`src/rtl/shftreg_rx.sv`:
```
// shftreg_rx: framed serial receiver paired with the shift register transmitter.
//
// Line format: idle high, start bit 0, WIDTH data bits, optional even-parity
// bit, stop bit 1. Each bit is CLKS_PER_BIT clocks long and is sampled at its
// centre. RL, captured when the start edge is seen, selects the bit order:
// 1 = LSB first, 0 = MSB first.
//
// Optional feature: define SHFTREG_RX_PARITY_EN to add a parity bit after
// the data bits and the ParErr output.
module shftreg_rx #(
    parameter int WIDTH        = 4,
    parameter int CLKS_PER_BIT = 4
) (
    input  logic             CLK,
    input  logic             Clear,
    input  logic             InS,
    input  logic             RL,
    output logic [WIDTH-1:0] D,
    output logic             Valid,
    output logic             FrameErr,
`ifdef SHFTREG_RX_PARITY_EN
    output logic             ParErr,
`endif
    output logic             Busy
);

    // Offset from the start-detect edge to the centre of the start bit.
    localparam int HALF = CLKS_PER_BIT / 2;

    // Counter widths. A one-bit minimum keeps degenerate sizes legal.
    localparam int CW = (CLKS_PER_BIT > 1) ? $clog2(CLKS_PER_BIT) : 1;
    localparam int IW = (WIDTH > 1) ? $clog2(WIDTH) : 1;

    localparam logic [CW-1:0] CNT_LAST = CW'(CLKS_PER_BIT - 1);
    localparam logic [CW-1:0] CNT_MID  = CW'(HALF - 1);
    localparam logic [IW-1:0] IDX_LAST = IW'(WIDTH - 1);

    typedef enum logic [2:0] {
        IDLE   = 3'd0,
        START  = 3'd1,
        DATA   = 3'd2,
`ifdef SHFTREG_RX_PARITY_EN
        PARITY = 3'd3,
`endif
        STOP   = 3'd4
    } state_t;

    state_t state;
    state_t next_state;

    logic [CW-1:0]    cnt;
    logic [IW-1:0]    idx;
    logic [WIDTH-1:0] shreg;
    logic [WIDTH-1:0] shift_next;
    logic             rl_q;
    logic             cnt_done;
    logic             mid_hit;
    logic             last_bit;
    logic             valid_nxt;
    logic             ferr_nxt;
`ifdef SHFTREG_RX_PARITY_EN
    logic             par_q;
    logic             par_ok;
    logic             perr_nxt;
`endif

    // Decode the bit-timing counter and bit index into sample strobes.
    always_comb begin
        cnt_done = (cnt == CNT_LAST);
        mid_hit  = (cnt == CNT_MID);
        last_bit = (idx == IDX_LAST);
    end

    // Next value of the assembly register for the captured bit order.
    always_comb begin
        shift_next = shreg;
        if (rl_q) begin
            shift_next = WIDTH'({InS, shreg} >> 1);
        end else begin
            shift_next = WIDTH'({shreg, InS});
        end
    end

`ifdef SHFTREG_RX_PARITY_EN
    // Even parity: the received parity bit must equal the XOR of the data.
    always_comb begin
        par_ok = (par_q == ^shreg);
    end
`endif

    // State register.
    always_ff @(posedge CLK or posedge Clear) begin
        if (Clear) begin
            state <= IDLE;
        end else begin
            state <= next_state;
        end
    end

    // Next-state logic: walk start, data, (parity,) stop at bit centres.
    always_comb begin
        next_state = state;
        case (state)
            IDLE: begin
                if (!InS) begin
                    next_state = START;
                end
            end
            START: begin
                if (mid_hit) begin
                    next_state = InS ? IDLE : DATA;
                end
            end
            DATA: begin
                if (cnt_done && last_bit) begin
`ifdef SHFTREG_RX_PARITY_EN
                    next_state = PARITY;
`else
                    next_state = STOP;
`endif
                end
            end
`ifdef SHFTREG_RX_PARITY_EN
            PARITY: begin
                if (cnt_done) begin
                    next_state = STOP;
                end
            end
`endif
            STOP: begin
                if (cnt_done) begin
                    next_state = IDLE;
                end
            end
            default: begin
                next_state = IDLE;
            end
        endcase
    end

    // Output decode: busy flag and the result strobes due at the stop sample.
    always_comb begin
        Busy      = (state != IDLE);
        valid_nxt = 1'b0;
        ferr_nxt  = 1'b0;
`ifdef SHFTREG_RX_PARITY_EN
        perr_nxt  = 1'b0;
`endif
        if (state == STOP && cnt_done) begin
            if (!InS) begin
                ferr_nxt = 1'b1;
`ifdef SHFTREG_RX_PARITY_EN
            end else if (!par_ok) begin
                perr_nxt = 1'b1;
`endif
            end else begin
                valid_nxt = 1'b1;
            end
        end
    end

    // Datapath: bit timing, bit capture, and registered result outputs.
    always_ff @(posedge CLK or posedge Clear) begin
        if (Clear) begin
            cnt      <= '0;
            idx      <= '0;
            shreg    <= '0;
            rl_q     <= 1'b0;
            D        <= '0;
            Valid    <= 1'b0;
            FrameErr <= 1'b0;
`ifdef SHFTREG_RX_PARITY_EN
            ParErr   <= 1'b0;
            par_q    <= 1'b0;
`endif
        end else begin
            Valid    <= valid_nxt;
            FrameErr <= ferr_nxt;
`ifdef SHFTREG_RX_PARITY_EN
            ParErr   <= perr_nxt;
`endif
            if (valid_nxt) begin
                D <= shreg;
            end
            case (state)
                IDLE: begin
                    cnt <= '0;
                    idx <= '0;
                    if (!InS) begin
                        rl_q <= RL;
                    end
                end
                START: begin
                    if (mid_hit) begin
                        cnt <= '0;
                        idx <= '0;
                    end else begin
                        cnt <= cnt + CW'(1);
                    end
                end
                DATA: begin
                    if (cnt_done) begin
                        cnt   <= '0;
                        shreg <= shift_next;
                        idx   <= last_bit ? '0 : idx + IW'(1);
                    end else begin
                        cnt <= cnt + CW'(1);
                    end
                end
`ifdef SHFTREG_RX_PARITY_EN
                PARITY: begin
                    if (cnt_done) begin
                        cnt   <= '0;
                        par_q <= InS;
                    end else begin
                        cnt <= cnt + CW'(1);
                    end
                end
`endif
                STOP: begin
                    if (cnt_done) begin
                        cnt <= '0;
                    end else begin
                        cnt <= cnt + CW'(1);
                    end
                end
                default: begin
                    cnt <= '0;
                    idx <= '0;
                end
            endcase
        end
    end

endmodule

```
`config.mk`:
```
export PLATFORM = sky130hd
export DESIGN_NAME = shftreg_rx
export DESIGN_NICKNAME = d
export VERILOG_FILES = /design/src/rtl/shftreg_rx.sv
export SDC_FILE = /design/constraint.sdc
export NUM_CORES = 1
export LEC_CHECK = 0
export ABC_AREA = 1
export CORE_AREA = 10 10 54 56
export CTS_CLUSTER_DIAMETER = 200
export CTS_CLUSTER_SIZE = 16
export DETAILED_ROUTE_END_ITERATION = 10
export DIE_AREA = 0 0 64 66
export PLACE_DENSITY = 0.73
export REMOVE_ABC_BUFFERS = 1
export SLEW_MARGIN = 15
export SYNTH_ARGS = -nofsm -noshare
export SYNTH_HDL_FRONTEND = slang
export SYNTH_SLANG_ARGS = --single-unit
```
`constraint.sdc`:
```
create_clock -name CLK -period 1.4 [get_ports CLK]
set_input_delay 0.28 -clock CLK [delete_from_list [all_inputs] [get_ports CLK]]
set_output_delay 0.28 -clock CLK [all_outputs]
set_load 0.03 [all_outputs]
```
* After elaboration in Yosys (flattened, before gate mapping)
Cells that the tools add are included.
** Cells by class
- Equal/unequal tests :: 11
- Add/sub/neg operators :: 2
- Reductions and logical operators :: 9
- Bitwise operators :: 2
- Muxes and demuxes :: 18
** Operators with widths (count)
- 2-to-1 mux 2 bit :: 6
- 2-to-1 mux 3 bit :: 4
- case mux 3 bit (4 select lines) :: 1
- != test 2 bit (second input constant) :: 5
- case mux 2 bit (3 select lines) :: 1
- adder 2 x 1 -> 2 bit (second input constant) :: 2
- equality test 2 bit (second input constant) :: 2
- 2-to-1 mux 1 bit :: 4
- 2-to-1 mux 4 bit :: 1
- case mux 2 bit (2 select lines) :: 1
- AND reduction 2 bit :: 2
- AND reduction 4 bit :: 1
- equality test 3 x 1 -> 1 bit (second input constant) :: 1
- equality test 3 x 2 -> 1 bit (second input constant) :: 1
- equality test 3 bit (second input constant) :: 1
- logical NOT 3 bit :: 1
- AND reduction 3 bit :: 1
- nonzero test 3 bit :: 1
- equality test 2 x 1 -> 1 bit (second input constant) :: 1
- logical AND 1 bit :: 2
- NOT 1 bit :: 2
- OR reduction 2 bit :: 1
** Storage, ports and cells
- Word-level logic and storage cells :: 50
- Input port bits :: 4
- Register bits after elaboration :: 18
- Output and inout port bits :: 7

* Depth between registers and ports, before layout
- Word-level depth :: 4
- Gate-level depth with buffers :: 7
- Mapped depth without buffers :: 7

* Worst setup path before layout
Ideal clock, no wire load.
- Path type :: reg-to-reg
- From :: register cnt[0]
- To :: register state[2]
- Path buffers :: 0
- Required time :: 1.282 ns
- Setup time :: 0.118 ns
- Cell stages (with the launch flop) :: 8
- Data arrival time :: 1.159 ns
- Slack :: 0.123 ns
- Clock period less this slack :: 1.277 ns
- Path through :: dfrtp_1 -> ha_1 -> inv_1 -> nand3_1 -> nand2_1 -> nor2_1 -> nand2_1 -> nand2_1
** Between the ends
- Longest elaborated chain between the ends :: 4
- Elaborated cells between the ends (all ways) :: 7
- Classes of those cells :: 5 x eq/ne; 2 x reduce/logical
** RTL lines
- start: declaration :: line 51 : logic [CW-1:0] cnt;
- start signal: assignment :: line 198 : cnt <= cnt + CW'(1);
- start signal: assignment :: line 207 : cnt <= cnt + CW'(1);
- start signal: assignment :: line 224 : cnt <= cnt + CW'(1);
- equality test 2 bit :: line 69 : cnt_done = (cnt == CNT_LAST);
- logical AND 1 bit :: line 115 : if (cnt_done && last_bit) begin
- != test 2 bit (no line)
- AND reduction 4 bit (no line) (*)
- end signal: assignment :: line 96 : state <= next_state;
- end: declaration :: line 48 : state_t state;
Mark *: on every way between the ends. The rest lies on a longest branch, timed or not.
A chain may end at the register's enable or synchronous reset.

* Final worst setup path
- From :: register state[0]
- To :: output port Busy
** Between the ends
- Longest elaborated chain between the ends :: 1
** RTL lines
- nonzero test 3 bit :: line 143 : Busy = (state != IDLE);
- end: declaration :: line 24 : output logic Busy
Every way passes these cells.

==> results.sh <==
export IMPL_vias_per_cell=4.71
export IMPL_place_worst_setup_slack_ps=-191
export IMPL_tightest_slew_ps=307
export IMPL_cts_htree_levels=1
export IMPL_die_area_um2=4220
export IMPL_netlist_instances=115
export IMPL_p_leak_nw=0.717
export IMPL_avgSynthCellArea_um2=8.25
export IMPL_clk_path_buf_depth=2
export IMPL_p_total_mw=2.36
export IMPL_yosysUniqueCellTypes=17
export IMPL_die_h_um=66
export IMPL_cp_required_ps=1120
export IMPL_grt_pass1_wl_um=3190
export IMPL_drt_pass1_iterations=4
export IMPL_max_freq_mhz=694
export IMPL_final_util_pct=66.8
export IMPL_rsz0062_at_grt="true"
export IMPL_nets=155
export IMPL_synth_seq_cells=18
export IMPL_crit_fanout=2
export IMPL_powerDensity_nw_per_um2=1860
export IMPL_ant_nets=0
export IMPL_cts_root_buf="clkbuf_4"
export IMPL_crit_type="flop to output pin"
export IMPL_initial_core_util_pct=49.9
export IMPL_status="finished with violations"
export IMPL_final_cells=172
export IMPL_syn_to_final_growth_pct=34.0
export IMPL_grt_max_degree=19
export IMPL_ys_warnings_count=0
export IMPL_min_period_ps=1440
export IMPL_grt_pass1_vias=771
export IMPL_wl_per_cell_um=11.5
export IMPL_n_antenna_cell=0
export IMPL_drive_above_1_share_pct=24.8
export IMPL_num_rows=16
export IMPL_vdd_drop_max_v=0.00108
export IMPL_die_w_um=64
export IMPL_drv_cap=0
export IMPL_end_kind="output pin"
export IMPL_synth_area_um2=948
export IMPL_finalCritPeriodShare_pct=103
export IMPL_drt_iter0_markers=26
export IMPL_ioPinCount=11
export IMPL_clk_latency_ps=290
export IMPL_drc_errors=0
export IMPL_cts_tree="yes"
export IMPL_worstSetupStartpointType="flop"
export IMPL_cts_buffers=3
export IMPL_core_area_um2=1900
export IMPL_seq_area_frac_synth_pct=47.5
export IMPL_hold_worst_slack_ps=289
export IMPL_violations="negative setup slack"
export IMPL_layout_setup_ws_ps=-41.2
export IMPL_clkTransAtPathRegs_ps=110
export IMPL_setup_viol=2
export IMPL_hpwl_um=1410
export IMPL_worst_endpoint_arrival_ps=1160
export IMPL_fin_skew_ps=3.15
export IMPL_holdBufCountCts=0
export IMPL_min_path_type="primary input to async pin"
export IMPL_track_usage_pct=9.29
export IMPL_grt_remaining_overflow=0
export IMPL_antenna_found_initial=0
export IMPL_drt_total_wl_um=1990
export IMPL_numPortBuffers=10
export IMPL_hold_viol_final=0
export IMPL_slew_headroom_pct=79.6
export IMPL_drv_slew=0
export IMPL_clock_sinks=18
export IMPL_vias=810
export IMPL_gp_congestion=0.838
export IMPL_place_inst=161
[cells in the final DEF (no fill, tap or decap), types with 3 or more instances in the layout]
cell type and count:
inv_2 3, ha_1 4, nor2_1 4, dfrtp_1 18, inv_1 18, nand3_1 7, clkbuf_4 3, nand2_1 34
buf_4 15, dlygate4sd2_1 6, o21ai_0 11, clkdlybuf4s50_1 3, nor2_4 4
[where the power goes]
group / internal (mW) / switching, mW
registers: 0.664 / 0.143
logic: 0.541 / 0.694
clock network: 0.158 / 0.163
[synthesized netlist by cell type, drive strengths merged]
master,instances,share of area (%)
a21oi,2,1.5
nand2,36,16
inv,21,8.3
buf,1,0.53
o21ai,11,5.8
nand3b,1,0.79
dfrtp,18,47
nor3,3,2.8
nand3,7,3.7
ha,5,6.6
nor2,10,6.7
[final timing paths]
check | start | to | slack [ps] | depth (start not counted)
min in group CLK | idx[1] | idx[1] | 510 | 2
worst min register to register | idx[1] | idx[1] | 510 | 2
max in group asynchronous | Clear | idx[0] | 920 | 3
worst max-delay path | state[0] | Busy | -40 | 5
worst max register to register | state[1] | state[1] | 0 | 8
worst min-delay path | Clear | state[1] | 290 | 3
[stage by stage]
| stage | area, µm² | TNS, ps |
|---|---|---|
| after global routing | 1270 | -489 |
| after detailed placement | 1150 | -392 |
| after CTS | 1180 | -209 |
| final | 1270 | -43.2 |
| after floorplan | 943 | 0 |
| after global placement | 1150 | -180 |
[cells by family (layout without fill, tap and decap cells)]
family / Yosys count / count (layout) / synth area share (%)
DFF: 18 / 18 / 47.5
adders and majority gates: 5 / 5 / 6.60
and+or+nand+nor: 57 / 57 / 29.8
buffers and inverters: 22 / 52 / 8.84
AOI/OAI and AO/OA: 13 / 13 / 7.26
[critical path: stages (launching register included)]
cell	delay, ps
dfrtp_1	430
nor2_4	120
inv_2	50
nor2_4	110
inv_2	40
buf_6	130
[per-layer routing]
metal  GRT usage, %  part of all wire, %
met1           10.6                   43
met2           15.5                   53
met5              0                    0
met4           4.64                 0.45
met3           2.71                  3.3
[layout make-up]
| cell class | instances | area [µm²] |
|---|---|---|
| Sequential cell | 18 | 450 |
| Inverter | 21 | 78.8 |
| Multi-Input combinational cell | 75 | 449 |
| Fill cell | 151 | 631 |
| Timing Repair Buffer | 27 | 223 |
| Tap cell | 27 | 33.8 |
| Clock buffer | 4 | 36.3 |
[flip-flops by register name (all words and copies together) (netlist names)]
signal    cells
D             4
idx           2
state         3
cnt           2
shreg         4
Valid         1
rl_q          1
FrameErr      1
[timing repair]
action / CTS / global route
setup buffers: 0 / 7
hold endpoints to repair: 0 / 0
resized for setup: 10 / 17
pin swaps: 0 / 9
setup endpoints to repair: 8 / 6
No activity file was read; power rests on OpenSTA's default activity.
